$ cat config.mk
export PLATFORM = sky130hd
export DESIGN_NAME = cp0_bus_arbiter
export DESIGN_NICKNAME = d
export VERILOG_FILES = /design/src/rtl/cp0_bus_arbiter.sv
export SDC_FILE = /design/constraint.sdc
export NUM_CORES = 1
export LEC_CHECK = 0
export ABC_AREA = 1
export CORE_UTILIZATION = 40
export CTS_CLUSTER_DIAMETER = 60
export DETAILED_ROUTE_END_ITERATION = 8
export GPL_ROUTABILITY_DRIVEN = 0
export SLEW_MARGIN = 0
export SYNTH_ARGS = -nofsm -noshare
export SYNTH_HDL_FRONTEND = slang
export SYNTH_SLANG_ARGS = --single-unit
$ cat constraint.sdc
create_clock -name clk -period 1.35 [get_ports clk]
set_input_delay 0.3375 -clock clk [delete_from_list [all_inputs] [get_ports clk]]
set_output_delay 0.3375 -clock clk [all_outputs]
set_load 0.02 [all_outputs]
$ cat src/rtl/cp0_bus_arbiter.sv
// Round-robin arbiter for the shared, tri-stated CP0 read-data bus.
// Each grant drives the bus for at most HOLD_CYCLES. Every grant is followed by
// TURN_CYCLES of bus float, so two bank drivers never overlap.
// All outputs come from flops, so there is no combinational path from req to gnt.
module cp0_bus_arbiter #(
    parameter int unsigned NUM_REQ     = 4,
    parameter int unsigned ID_W        = 2,
    parameter int unsigned HOLD_CYCLES = 2,
    parameter int unsigned TURN_CYCLES = 1,
    parameter int unsigned CNT_W       = 4
) (
    input  logic               clk,
    input  logic               reset_l,
    input  logic [NUM_REQ-1:0] req,
    output logic [NUM_REQ-1:0] gnt,
    output logic [ID_W-1:0]    grant_id,
    output logic               bus_busy,
    output logic               xfer_done,
    output logic               xfer_abort
);

    typedef enum logic [1:0] {StIdle, StGrant, StTurn} state_e;

    localparam logic [CNT_W-1:0]   HoldInit = CNT_W'(HOLD_CYCLES - 1);
    localparam logic [CNT_W-1:0]   TurnInit = CNT_W'(TURN_CYCLES - 1);
    localparam logic [ID_W-1:0]    LastId   = ID_W'(NUM_REQ - 1);
    localparam logic [NUM_REQ-1:0] OneHot0  = NUM_REQ'(1);

    state_e               state_q, state_d;
    logic [CNT_W-1:0]     cnt_q, cnt_d;
    logic [ID_W-1:0]      rr_ptr_q, rr_ptr_d;
    logic [NUM_REQ-1:0]   gnt_q, gnt_d;
    logic [ID_W-1:0]      grant_id_q, grant_id_d;
    logic                 busy_q, busy_d;
    logic                 done_q, done_d;
    logic                 abort_q, abort_d;

    logic                 win_found;
    logic [ID_W-1:0]      win_id;
    logic                 owner_req;

    // Winner is the first requester at or after rr_ptr, wrapping modulo NUM_REQ.
    always_comb begin
        int unsigned idx;
        logic [ID_W-1:0] cand;
        win_found = 1'b0;
        win_id    = '0;
        idx       = 0;
        cand      = '0;
        for (int unsigned k = 0; k < NUM_REQ; k++) begin
            idx  = (32'(rr_ptr_q) + k) % NUM_REQ;
            cand = ID_W'(idx);
            if (!win_found && req[cand]) begin
                win_found = 1'b1;
                win_id    = cand;
            end
        end
    end

    assign owner_req = req[grant_id_q];

    // Next-state logic for the IDLE / GRANT / TURN sequencer and its registered outputs.
    always_comb begin
        state_d    = state_q;
        cnt_d      = cnt_q;
        rr_ptr_d   = rr_ptr_q;
        gnt_d      = gnt_q;
        grant_id_d = grant_id_q;
        done_d     = 1'b0;
        abort_d    = 1'b0;
        unique case (state_q)
            StIdle: begin
                if (win_found) begin
                    state_d    = StGrant;
                    gnt_d      = OneHot0 << win_id;
                    grant_id_d = win_id;
                    cnt_d      = HoldInit;
                end
            end
            StGrant: begin
                if (cnt_q == '0 || !owner_req) begin
                    // The grantee drops to lowest priority for the next arbitration.
                    state_d  = StTurn;
                    gnt_d    = '0;
                    rr_ptr_d = (grant_id_q == LastId) ? '0 : grant_id_q + 1'b1;
                    cnt_d    = TurnInit;
                    done_d   = owner_req;
                    abort_d  = !owner_req;
                end else begin
                    cnt_d = cnt_q - 1'b1;
                end
            end
            StTurn: begin
                gnt_d = '0;
                if (cnt_q != '0) begin
                    cnt_d = cnt_q - 1'b1;
                end else if (win_found) begin
                    state_d    = StGrant;
                    gnt_d      = OneHot0 << win_id;
                    grant_id_d = win_id;
                    cnt_d      = HoldInit;
                end else begin
                    state_d = StIdle;
                end
            end
            default: begin
                state_d = StIdle;
                gnt_d   = '0;
            end
        endcase
        busy_d = (state_d != StIdle);
    end

    // State and output registers; async reset drops gnt without waiting for a clock.
    always_ff @(posedge clk or negedge reset_l) begin
        if (!reset_l) begin
            state_q    <= StIdle;
            cnt_q      <= '0;
            rr_ptr_q   <= '0;
            gnt_q      <= '0;
            grant_id_q <= '0;
            busy_q     <= 1'b0;
            done_q     <= 1'b0;
            abort_q    <= 1'b0;
        end else begin
            state_q    <= state_d;
            cnt_q      <= cnt_d;
            rr_ptr_q   <= rr_ptr_d;
            gnt_q      <= gnt_d;
            grant_id_q <= grant_id_d;
            busy_q     <= busy_d;
            done_q     <= done_d;
            abort_q    <= abort_d;
        end
    end

    assign gnt        = gnt_q;
    assign grant_id   = grant_id_q;
    assign bus_busy   = busy_q;
    assign xfer_done  = done_q;
    assign xfer_abort = abort_q;

endmodule

==> metrics.cfg <==
[run_status]
status = finished, violations left
violations = negative setup slack

[synthesis]
synth-seq-cells = 17
syn_area_per_cell_um2 = 6.80
synthCells = 188
synth_area_um2 = 1280
yosys_warnings = 0
yosysSeqAreaShare_pct = 33.3
mappedNetlistNets = 201
synth.distinct_cells = 24

[timing]
hold_slack_ns = 0.356
fin_ws_ns = -0.213
fmax_mhz = 640
period_needed_ns = 1.56
rsz0062_at_grt = true
worst_pin_slew_ns = 0.308
maxSlewViolCount = 0
setup_tns_ns = -2.30
setup_violations = 13
finalHoldViolations = 0
finClkSkew_ns = 0.00760
slew_headroom_pct = 79.4
fin_crit_sh_pct = 116

[pwr]
p_leak_uw = 0.00104
power_frac_seq_pct = 17.6
power.share.switching_pct = 50.3
total_power_uw = 5240
internal-power_uw = 2600
p_clk_share_pct = 5.1
ir_drop_mv = 1.26
p_switching_uw = 2640
powerDensity_nw_per_um2 = 2660
combPwrFrac_pct = 77.3

[clocking]
path_clk_slew_ns = 0.10
htree_levels = 1
clock_latency_ns = 0.29
clock_path_buffers = 2
root_buffer = clkbuf_4
cts_sinks = 17
numCtsBuffers = 3
cts_tree = built

[drt]
drcViolationCount = 0
dr.pass1.iters = 4
first_iter_violations = 58
wl_per_cell_um = 12.3
vias_per_cell = 4.85
vias = 1381
postRouteAntennaNets = 0
routed_wl_um = 3510

[cells_and_area]
drive_gt1_share_pct = 46.1
final_cells = 285
syn_to_final_growth_pct = 54.1
final_nets = 255
antenna_cells = 0

[floorplanning]
die-area_um2 = 3430
core.rowCount = 20
io_pins = 15
dieWidth_um = 58.5
initial_core_util_pct = 41.9
die_h_um = 58.5
coreArea_um2 = 3050

[global_route]
grt_util_all_layers_pct = 21.4
first_global_vias = 1265
grt.overflow.total = 0
grt_max_degree = 18
grt_pass1_wl_um = 5510
grt_antenna_before_repair = 0

[setup_path]
worst-path-max-fanout = 6
worstPathArrival_ns = 1.73
reg2regPathDepth = 10
cp-end-kind = flip-flop
rrSetupSlack_ns = -0.21
r2r_end = grant_id[0]
cp-start-kind = flip-flop
r2r-start = rr_ptr_q[0]
cp.required_ns = 1.51
path_class = flip-flop to flip-flop

[placement]
portBuffers = 14
dp.cells = 269
dpl.hpwl_um = 2370

[hold_path]
hp-class = input pin to asynchronous set/reset pin

[run]
drv_cap = 0

[placed cells by master (no fill, tap or decap), types with 5 or more instances in the layout]
| cell | count |
|---|---|
| nand3_1 | 12 |
| nand2_2 | 23 |
| nand2_4 | 6 |
| inv_2 | 6 |
| nand2_1 | 52 |
| buf_6 | 6 |
| ha_1 | 5 |
| dfrtp_1 | 13 |
| buf_4 | 33 |
| inv_1 | 18 |
| nor2_1 | 7 |
| o21ai_1 | 5 |
[metrics by stage]
step / utilization [%] / area (µm²) / worst slack (ns)
global route: 64.5 / 1970 / -0.300
CTS: 61.8 / 1890 / -0.190
finish: 64.5 / 1970 / -0.213
floorplan: - / 1300 / -0.0464
detailed placement: 54.5 / 1660 / -0.555
global placement: 54.5 / 1660 / -0.527
[timing repair]
item                                    in CTS  in global routing
endpoints found under the setup margin      24                 23
setup buffers                                7                  5
cloned                                       0                  0
hold endpoints to repair                     0                  0
pin swaps                                   23                 15
gates resized for setup                     68                 25
hold buffers                                 0                  0
[cells by family after synthesis]
group / Yosys count / share of synthesized area (%)
XOR/XNOR: 2 / 1.37
buffers and inverters: 27 / 9.10
flip-flops: 17 / 33.3
AND/OR/NAND/NOR: 116 / 40.7
adder cells (fa/ha/maj): 7 / 6.85
AO/OA/AOI/OAI: 19 / 8.71
[power by group through the flow]
stage	clock, µW	combinational (µW)	sequential (µW)
2_1_floorplan	0	1890	987
3_3_place_gp	0	2920	909
3_5_place_dp	0	2970	920
4_1_cts	284	3610	918
5_1_grt	307	4410	943
6_report	269	4050	923
[metal layers]
| layer | up-vias | GRT usage (%) | wire (µm) |
|---|---|---|---|
| met5 | - | 0 | 0 |
| met4 | 0 | 4.08 | 12 |
| met3 | 2 | 4.84 | 121 |
| met1 | 650 | 29.5 | 1630 |
| met2 | 31 | 34.8 | 1740 |
| li1 | 698 | - | - |
[synth_stat cells, drive strengths merged]
cell type,number,area share (%)
a21oi,4,1.6
a31oi,1,0.49
and2,1,0.49
buf,2,1.8
dfrtp,17,33
ha,7,6.8
inv,25,7.3
nand2,82,27
nand3,16,6.7
nand4,3,1.5
nor2,14,5.3
o211ai,1,0.59
o21ai,11,4.9
o31ai,2,1.2
xnor2,1,0.69
xor2,1,0.69
[flip-flops by register name, indices dropped and copies added (netlist names)]
name / flops
rr_ptr_q: 2
grant_id: 2
cnt_q: 4
state_q: 2
bus_busy: 1
xfer_abort: 1
gnt: 4
xfer_done: 1
[area by class of cell]
type | instances | area [µm²]
Clock buffer | 4 | 26.3
Fill cell | 272 | 1080
Inverter | 25 | 96.3
Multi-Input combinational cell | 144 | 950
Sequential cell | 17 | 430
Tap cell | 44 | 55.1
Timing Repair Buffer | 51 | 413
[worst max path at each step]
| stage | from | end | slack [ns] | cells past startpoint |
|---|---|---|---|---|
| 2_1_floorplan | cnt_q[0] | bus_busy | -0.05 | 11 |
| 3_3_place_gp | req[0] | gnt[1] | -0.53 | 12 |
| 3_5_place_dp | req[0] | gnt[0] | -0.56 | 11 |
| 4_1_cts | rr_ptr_q[0] | grant_id[0] | -0.19 | 10 |
| 5_1_grt | rr_ptr_q[0] | gnt[3] | -0.30 | 11 |
| 6_report | rr_ptr_q[0] | grant_id[0] | -0.21 | 10 |
[worst max-delay path, stage by stage, from the launching register on]
cell	delay (ns)
dfrtp_2	0.48
buf_6	0.16
buf_6	0.11
nand2_4	0.06
nand2_4	0.07
nand2_4	0.09
nand2_8	0.07
nand3_4	0.09
o211ai_1	0.15
nand2_1	0.09
o21ai_1	0.07
Power figures use the tool's default switching activity.
